`config.mk`:
```
export PLATFORM = sky130hd
export DESIGN_NAME = tl_lamp_monitor
export DESIGN_NICKNAME = d
export VERILOG_FILES = /design/src/rtl/tl_pkg.sv /design/src/rtl/tl_pattern_decode.sv /design/src/rtl/tl_lamp_monitor.sv
export SDC_FILE = /design/constraint.sdc
export NUM_CORES = 1
export LEC_CHECK = 0
export BUFFER_PORTS_ARGS = -buffer_cell sky130_fd_sc_hd__buf_2
export CAP_MARGIN = 15
export CORE_MARGIN = 4
export CORE_UTILIZATION = 52
export CTS_CLUSTER_SIZE = 24
export DETAILED_ROUTE_END_ITERATION = 12
export GPL_TIMING_DRIVEN = 0
export PLACE_DENSITY = 0.79
export SYNTH_ARGS = -nofsm -noshare
export SYNTH_HDL_FRONTEND = slang
export SYNTH_SLANG_ARGS = --single-unit
```
`constraint.sdc`:
```
create_clock -name clk -period 2.6 [get_ports clk]
set_clock_uncertainty 0.15 [all_clocks]
set_input_delay 0.13 -clock clk [delete_from_list [all_inputs] [get_ports clk]]
set_output_delay 0.13 -clock clk [all_outputs]
set_load 0.01 [all_outputs]
```
`src/rtl/tl_pkg.sv`:
```
// Shared constants for the traffic-light lamp monitor: lamp codes, phase ids,
// fault codes, FSM state encoding and the legal phase-pattern table.
package tl_pkg;

  localparam logic [2:0] LAMP_OFF   = 3'b000;
  localparam logic [2:0] LAMP_GREEN = 3'b001;
  localparam logic [2:0] LAMP_AMBER = 3'b010;
  localparam logic [2:0] LAMP_RED   = 3'b100;

  localparam int NUM_PHASES = 6;

  localparam logic [2:0] P0         = 3'd0;
  localparam logic [2:0] P1         = 3'd1;
  localparam logic [2:0] P2         = 3'd2;
  localparam logic [2:0] P3         = 3'd3;
  localparam logic [2:0] P4         = 3'd4;
  localparam logic [2:0] P5         = 3'd5;
  localparam logic [2:0] PHASE_NONE = 3'd7;

  localparam logic [2:0] FC_NONE     = 3'd0;
  localparam logic [2:0] FC_ILLEGAL  = 3'd1;
  localparam logic [2:0] FC_CONFLICT = 3'd2;
  localparam logic [2:0] FC_SEQUENCE = 3'd3;
  localparam logic [2:0] FC_SHORT    = 3'd4;
  localparam logic [2:0] FC_LONG     = 3'd5;

  typedef logic [1:0] state_t;
  localparam state_t ST_IDLE   = 2'd0;
  localparam state_t ST_SYNC   = 2'd1;
  localparam state_t ST_LOCKED = 2'd2;
  localparam state_t ST_FAULT  = 2'd3;

  // Lamp word layout is {m1, mt, m2, s}; entry i is the pattern of phase i.
  localparam logic [NUM_PHASES-1:0][11:0] PHASE_TABLE = {
    {LAMP_RED,   LAMP_RED,   LAMP_RED,   LAMP_AMBER},  // P5
    {LAMP_RED,   LAMP_RED,   LAMP_RED,   LAMP_GREEN},  // P4
    {LAMP_AMBER, LAMP_AMBER, LAMP_RED,   LAMP_RED},    // P3
    {LAMP_GREEN, LAMP_GREEN, LAMP_RED,   LAMP_RED},    // P2
    {LAMP_GREEN, LAMP_RED,   LAMP_AMBER, LAMP_RED},    // P1
    {LAMP_GREEN, LAMP_RED,   LAMP_GREEN, LAMP_RED}     // P0
  };

  // Legal successor of a phase in the fixed P0..P5 cycle.
  function automatic logic [2:0] next_phase(input logic [2:0] p);
    return (p == P5) ? P0 : p + 3'd1;
  endfunction

endpackage

```
`src/rtl/tl_pattern_decode.sv`:
```
// Combinational decode of the four lamp codes into a phase id plus
// legal / all-off / conflicting-green flags.
module tl_pattern_decode
  import tl_pkg::*;
(
  input  logic [11:0] lamps_i,
  output logic [2:0]  phase_o,
  output logic        legal_o,
  output logic        off_o,
  output logic        conflict_o
);

  logic [2:0] m1, mt, m2, s;
  assign {m1, mt, m2, s} = lamps_i;

  // Table lookup: at most one entry can match since all patterns differ.
  always_comb begin
    phase_o = PHASE_NONE;
    legal_o = 1'b0;
    for (int i = 0; i < NUM_PHASES; i++) begin
      if (lamps_i == PHASE_TABLE[i]) begin
        phase_o = 3'(i);
        legal_o = 1'b1;
      end
    end
  end

  assign off_o = (lamps_i == 12'h000);

  // All-off is a controller reset, not a conflict, even though s is non-red.
  assign conflict_o = !off_o &&
                      (((s != LAMP_RED) && ((m1 != LAMP_RED) || (mt != LAMP_RED) || (m2 != LAMP_RED))) ||
                       ((mt != LAMP_RED) && (m2 != LAMP_RED)));

endmodule

```
`src/rtl/tl_lamp_monitor.sv`:
```
// Passive lamp monitor: samples the lamp outputs, locks onto the phase cycle,
// checks order and dwell times and latches the first fault with its code.
// Handshake: none; every output is a plain registered level (phase_change is
// a one-cycle pulse) reflecting the lamp sample taken one edge earlier.
module tl_lamp_monitor
  import tl_pkg::*;
#(
  parameter int GREEN_CYCLES = 8,
  parameter int AMBER_CYCLES = 3,
  parameter int CNT_W        = 5
) (
  input  logic             clk,
  input  logic             rst,
  input  logic [2:0]       m1,
  input  logic [2:0]       mt,
  input  logic [2:0]       m2,
  input  logic [2:0]       s,
  input  logic             clr_fault,
  output logic [2:0]       phase,
  output logic             locked,
  output logic             phase_change,
  output logic             fault,
  output logic [2:0]       fault_code,
  output logic             conflict,
  output logic [CNT_W-1:0] dwell,
  output logic [1:0]       dbg_state_o
);

  localparam logic [CNT_W-1:0] GREEN_EXP = CNT_W'(GREEN_CYCLES);
  localparam logic [CNT_W-1:0] AMBER_EXP = CNT_W'(AMBER_CYCLES);

  logic [11:0]      lamp_q, prev_q;
  logic             conflict_q;
  logic [CNT_W-1:0] dwell_q, dwell_d;
  state_t           state_q, state_d;
  logic [2:0]       phase_q, phase_d;
  logic             pc_q, pc_d;
  logic [2:0]       code_q, code_d;

  logic [2:0]       dec_phase;
  logic             dec_legal, dec_off, dec_conflict;
  logic             same_pat;
  logic [CNT_W-1:0] exp_dwell;
  logic [2:0]       new_code;

  tl_pattern_decode u_decode (
    .lamps_i    (lamp_q),
    .phase_o    (dec_phase),
    .legal_o    (dec_legal),
    .off_o      (dec_off),
    .conflict_o (dec_conflict)
  );

  // A zero dwell means nothing has been counted yet, so the sample is new.
  assign same_pat  = (lamp_q == prev_q) && (dwell_q != '0);
  assign exp_dwell = phase_q[0] ? AMBER_EXP : GREEN_EXP;

  // Dwell counter: restart at 1 on a new pattern, saturate at all-ones.
  always_comb begin
    dwell_d = CNT_W'(1);
    if (same_pat) dwell_d = (dwell_q == '1) ? dwell_q : dwell_q + 1'b1;
  end

  // Sequence FSM and fault detection on the registered lamp sample.
  always_comb begin
    state_d  = state_q;
    phase_d  = phase_q;
    pc_d     = 1'b0;
    code_d   = code_q;
    new_code = FC_NONE;
    case (state_q)
      ST_IDLE: begin
        if (dec_conflict)           new_code = FC_CONFLICT;
        else if (!dec_legal && !dec_off) new_code = FC_ILLEGAL;
        else if (dec_legal) begin
          state_d = ST_SYNC;
          phase_d = dec_phase;
        end
      end
      ST_SYNC, ST_LOCKED: begin
        if (dec_conflict)           new_code = FC_CONFLICT;
        else if (!dec_legal && !dec_off) new_code = FC_ILLEGAL;
        else if (dec_off) begin
          state_d = ST_IDLE;
          phase_d = PHASE_NONE;
        end else if (dec_phase != phase_q) begin
          if (dec_phase != next_phase(phase_q)) new_code = FC_SEQUENCE;
          // The sync phase may run long after controller reset, so only
          // dwells measured while locked are checked.
          else if ((state_q == ST_LOCKED) && (dwell_q < exp_dwell)) new_code = FC_SHORT;
          else begin
            state_d = ST_LOCKED;
            phase_d = dec_phase;
            pc_d    = 1'b1;
          end
        end else if ((state_q == ST_LOCKED) && (dwell_q == exp_dwell)) begin
          new_code = FC_LONG;
        end
      end
      default: begin
        if (clr_fault) begin
          state_d = ST_IDLE;
          phase_d = PHASE_NONE;
          code_d  = FC_NONE;
        end
      end
    endcase
    // A clear arriving with a fresh fault wins; the pattern is re-judged from IDLE.
    if (new_code != FC_NONE) begin
      if (clr_fault) begin
        state_d = ST_IDLE;
        phase_d = PHASE_NONE;
      end else begin
        state_d = ST_FAULT;
        code_d  = new_code;
      end
    end
  end

  // Lamp sample pipeline, conflict flag and dwell counter.
  always_ff @(posedge clk or posedge rst) begin
    if (rst) begin
      lamp_q     <= '0;
      prev_q     <= '0;
      conflict_q <= 1'b0;
      dwell_q    <= '0;
    end else begin
      lamp_q     <= {m1, mt, m2, s};
      prev_q     <= lamp_q;
      conflict_q <= dec_conflict;
      dwell_q    <= dwell_d;
    end
  end

  // FSM state, phase, change pulse and fault code registers.
  always_ff @(posedge clk or posedge rst) begin
    if (rst) begin
      state_q <= ST_IDLE;
      phase_q <= PHASE_NONE;
      pc_q    <= 1'b0;
      code_q  <= FC_NONE;
    end else begin
      state_q <= state_d;
      phase_q <= phase_d;
      pc_q    <= pc_d;
      code_q  <= code_d;
    end
  end

  assign phase        = phase_q;
  assign locked       = (state_q == ST_LOCKED);
  assign fault        = (state_q == ST_FAULT);
  assign phase_change = pc_q;
  assign fault_code   = code_q;
  assign conflict     = conflict_q;
  assign dwell        = dwell_q;
  assign dbg_state_o  = state_q;

endmodule

```
==> impl_metrics.csv <==
group,metric,value,unit
synthesis,yosysSeqAreaShare,0.388,
clock_network,cts.sink_count,39,
synthesis,synth_top_area_frac,0.357,
global_route,grt_util_all_layers,0.275,
floorplan,std_cell_rows,25,
placed_design,hpwl,4.09,mm
finish,drive_above_1_share,0.429,
route,drt_iter0_drc,351,
global_route,grt_antenna_before_repair,0,
floorplan,die_w,77.7,um
hold_path,hold_start,"clr_fault",
sta,hold_violations,0,
job,max-cap-violations,0,
critical_path,required,2650,ps
synthesis,synth_edf_count,0,
critical_path,crit_slowest_cell,"dfrtp_1",
sta,max_freq,336,MHz
synthesis,ys_types,71,
critical_path,worst_setup_path_start_kind,"flop",
critical_path,cp-startpoint,"lamp_q[4]$_DFF_PP0_",
critical_path,crit_path_frequent_cell,"a211o_1",
critical_path,crit_arrival,3020,ps
pwr,power,0.00308,W
sta,drv_slew,0,
synthesis,ys_top_cells_by_area,"dfrtp_1, ha_1, xnor2_1, xor2_1, nor2_1",
finish,synthToLayoutAreaGrowth,39.0,%
pwr,irDropWorstVdd,0.453,mV
critical_path,end_kind,"flop",
synthesis,ys_ff_latch,39,
sta,hold-worst-slack,13.2,ps
route,wl_met3,846,um
clock_network,cts_tree,"built",
finish,regArea,986,um2
status,violations,"negative setup slack",
clock_network,clk_pin_slew_worst_paths,90,ps
finish,multiInputGateArea,1680,um2
route,drt_wl_total,8.87,mm
sta,max_slew.worst_pin.slew,814,ps
clock_network,ctsHtreeMaxLevel,2,
finish,fillers,287,
floorplan,die-area,6040,um2
synthesis,netlist_instances,253,
floorplan,coreArea,4720,um2
finish,final_nets,352,
route,vias,2677,
sta,rsz0062_at_grt,"true",
critical_path,cp_max_fo,7,
floorplan,die_h,77.7,um
placed_design,portBuffers,31,
pwr,power_density,878,nW/um2
synthesis,netlist_area,2530,um2
clock_network,cts_root_buf,"clkbuf_8",
global_route,grt_pass1_vias,2603,
synthesis,synth_area_leader_cell,"dfrtp_1",
hold_path,min_path_type,"primary input to flop",
route,wl_per_cell,22.4,um
sta,maxSlewHeadroom,0.457,
global_route,grt_pass1_wl,13.2,mm
sta,worst_slack,-372,ps
critical_path,path_class,"flop to flop",
synthesis,avgSynthCellArea,9.98,um2
critical_path,critPathMaxStageDelay,400,ps
route,ant_nets,0,
status,outcome,"finished with violations",
route,wl_met1,3.23,mm
synthesis,synthFlopType,"dfrtp_1",
finish,num_antenna_cells,0,
global_route,overflow,0,
synthesis,async_reset_ff_frac,1.00,
pwr,p_leak,1.53,nW
critical_path,r2r_start,"lamp_q[4]$_DFF_PP0_",
sta,setup_viol,8,
sta,timing.final.crit_share,1.14,
clock_network,cts_buffers,5,
route,via_per_inst,6.76,
placed_design,routabilityCongestion,0.903,
critical_path,crit_chain,"buf_6, buf_12, nor4b_4, o211ai_4, nand3_2, nand3_1, or3_4, a21o_1, a211o_1, a211o_1",
route,wl_met2,4.17,mm
clock_network,insertion_delay,310,ps
floorplan,ios,32,
finish,postLayoutCoreUtil,0.744,
global_route,grt_max_degree,40,
floorplan,initial_core_util,0.535,
sta,finalCriticalPeriod,2970,ps
synthesis,yosysWarnings,0,
route,firstDrtPassIters,5,
synthesis,syn-num-nets,277,
clock_network,clk_path_buf_depth,2,
route,route.detailed.drc,0,
route,top_layer_used,"met4",
[registers in the layout (all words and copies together), names as in the netlist]
name / count
prev_q: 12
fault_code: 3
phase: 3
lamp_q: 12
conflict: 1
phase_change: 1
dwell: 5
dbg_state_o: 2
[area by class of cell]
cell class / count / area share
Timing Repair Buffer: 71 / 0.144
Multi-Input combinational cell: 186 / 0.477
Sequential cell: 39 / 0.281
Tap cell: 67 / 0.0239
Inverter: 14 / 0.0157
Clock buffer: 5 / 0.0196
Buffer: 11 / 0.0260
Clock inverter: 3 / 0.0135
[cell families (layout without fill, tap and decap cells)]
| kind of cell | after synthesis | after routing | share of synthesized area |
|---|---|---|---|
| xor gates and xnor gates | 20 | 20 | 0.0693 |
| and+or+nand+nor | 99 | 99 | 0.256 |
| adders and majority gates | 9 | 9 | 0.0446 |
| DFF | 39 | 39 | 0.388 |
| muxes | 3 | 3 | 0.0124 |
| AOI/OAI and AO/OA | 55 | 55 | 0.178 |
| buffers and inverters | 28 | 104 | 0.0515 |
[final timing paths]
path / endpoint / slack, ps / depth (start not counted)
max: dbg_state_o[0]$_DFFE_PP0P_ / -370 / 10
min: fault_code[2]$_DFF_PP0_ / 10 / 2
max reg2reg: dbg_state_o[0]$_DFFE_PP0P_ / -370 / 10
min reg2reg: prev_q[0]$_DFF_PP0_ / 230 / 0
max in group asynchronous: lamp_q[10]$_DFF_PP0_ / 1350 / 3
min in group asynchronous: prev_q[4]$_DFF_PP0_ / 380 / 3
[layout by cell type (no fill, tap or decap), types with 4 or more instances in the layout]
cell           instances
nand2_1                9
xnor2_1                7
dfrtp_1               31
buf_4                 28
buf_6                  4
a31oi_1                5
nand4_1                4
and4bb_2               4
nor2_1                21
ha_1                   8
nor3_1                 6
dlygate4sd3_1         13
clkbuf_8               6
buf_2                 31
xor2_1                 9
o21ai_0                4
nand3_1                7
inv_1                 11
dfrtp_2                5
[report_power, final]
part	total [W]	switching [W]	internal [W]	leakage (nW)
registers	0.000812	0.000100	0.000712	0.454
logic	0.00172	0.000992	0.000730	1.02
clock network	0.000551	0.000259	0.000291	0.0587
[synth_stat cells (3+ instances only)]
library cell	instances
a211o_1	3
a21oi_1	4
a311oi_1	3
a31oi_1	6
and4bb_2	4
buf_2	5
clkbuf_1	5
dfrtp_1	36
dfstp_2	3
ha_1	9
inv_1	14
nand2_1	9
nand2b_1	3
nand3_1	9
nand3b_1	3
nand4_1	4
nor2_1	23
nor3_1	9
nor3b_1	5
nor4_1	5
o2111ai_1	3
o21ai_0	6
o22ai_1	3
o31a_1	3
xnor2_1	10
xor2_1	10
[metal layers]
| layer | track usage | vias up |
|---|---|---|
| met3 | 0.0522 | 77 |
| met2 | 0.458 | 227 |
| met4 | 0.119 | 0 |
| met5 | 0 | - |
| li1 | - | 1100 |
| met1 | 0.346 | 1273 |
[critical path: cells and delay by family (launching register included)]
family	cells	cell delay [ps]
simple gates	4	1050
compound gates	4	990
flops	1	400
buf+inv	2	260
[metrics by stage]
stage | setup WS (ps) | TNS (ps) | instances | cell area (um2)
2_1_floorplan | -167 | -382 | 253 | 2560
3_3_place_gp | -442 | -2790 | 351 | 2800
3_5_place_dp | -443 | -2740 | 351 | 2800
4_1_cts | -189 | -667 | 389 | 3400
5_1_grt | -478 | -3040 | 396 | 3510
6_report | -372 | -2230 | 396 | 3510
[repair_timing]
item                                   in CTS  in global routing
pin swaps                                  20                  4
resized for setup                          42                 15
hold buffers                               13                  0
endpoints found under the hold margin      48                  0
gates cloned                                0                  0
setup buffers                              20                  7
setup endpoints to repair                   8                  8
Power figures use the tool's default switching activity.
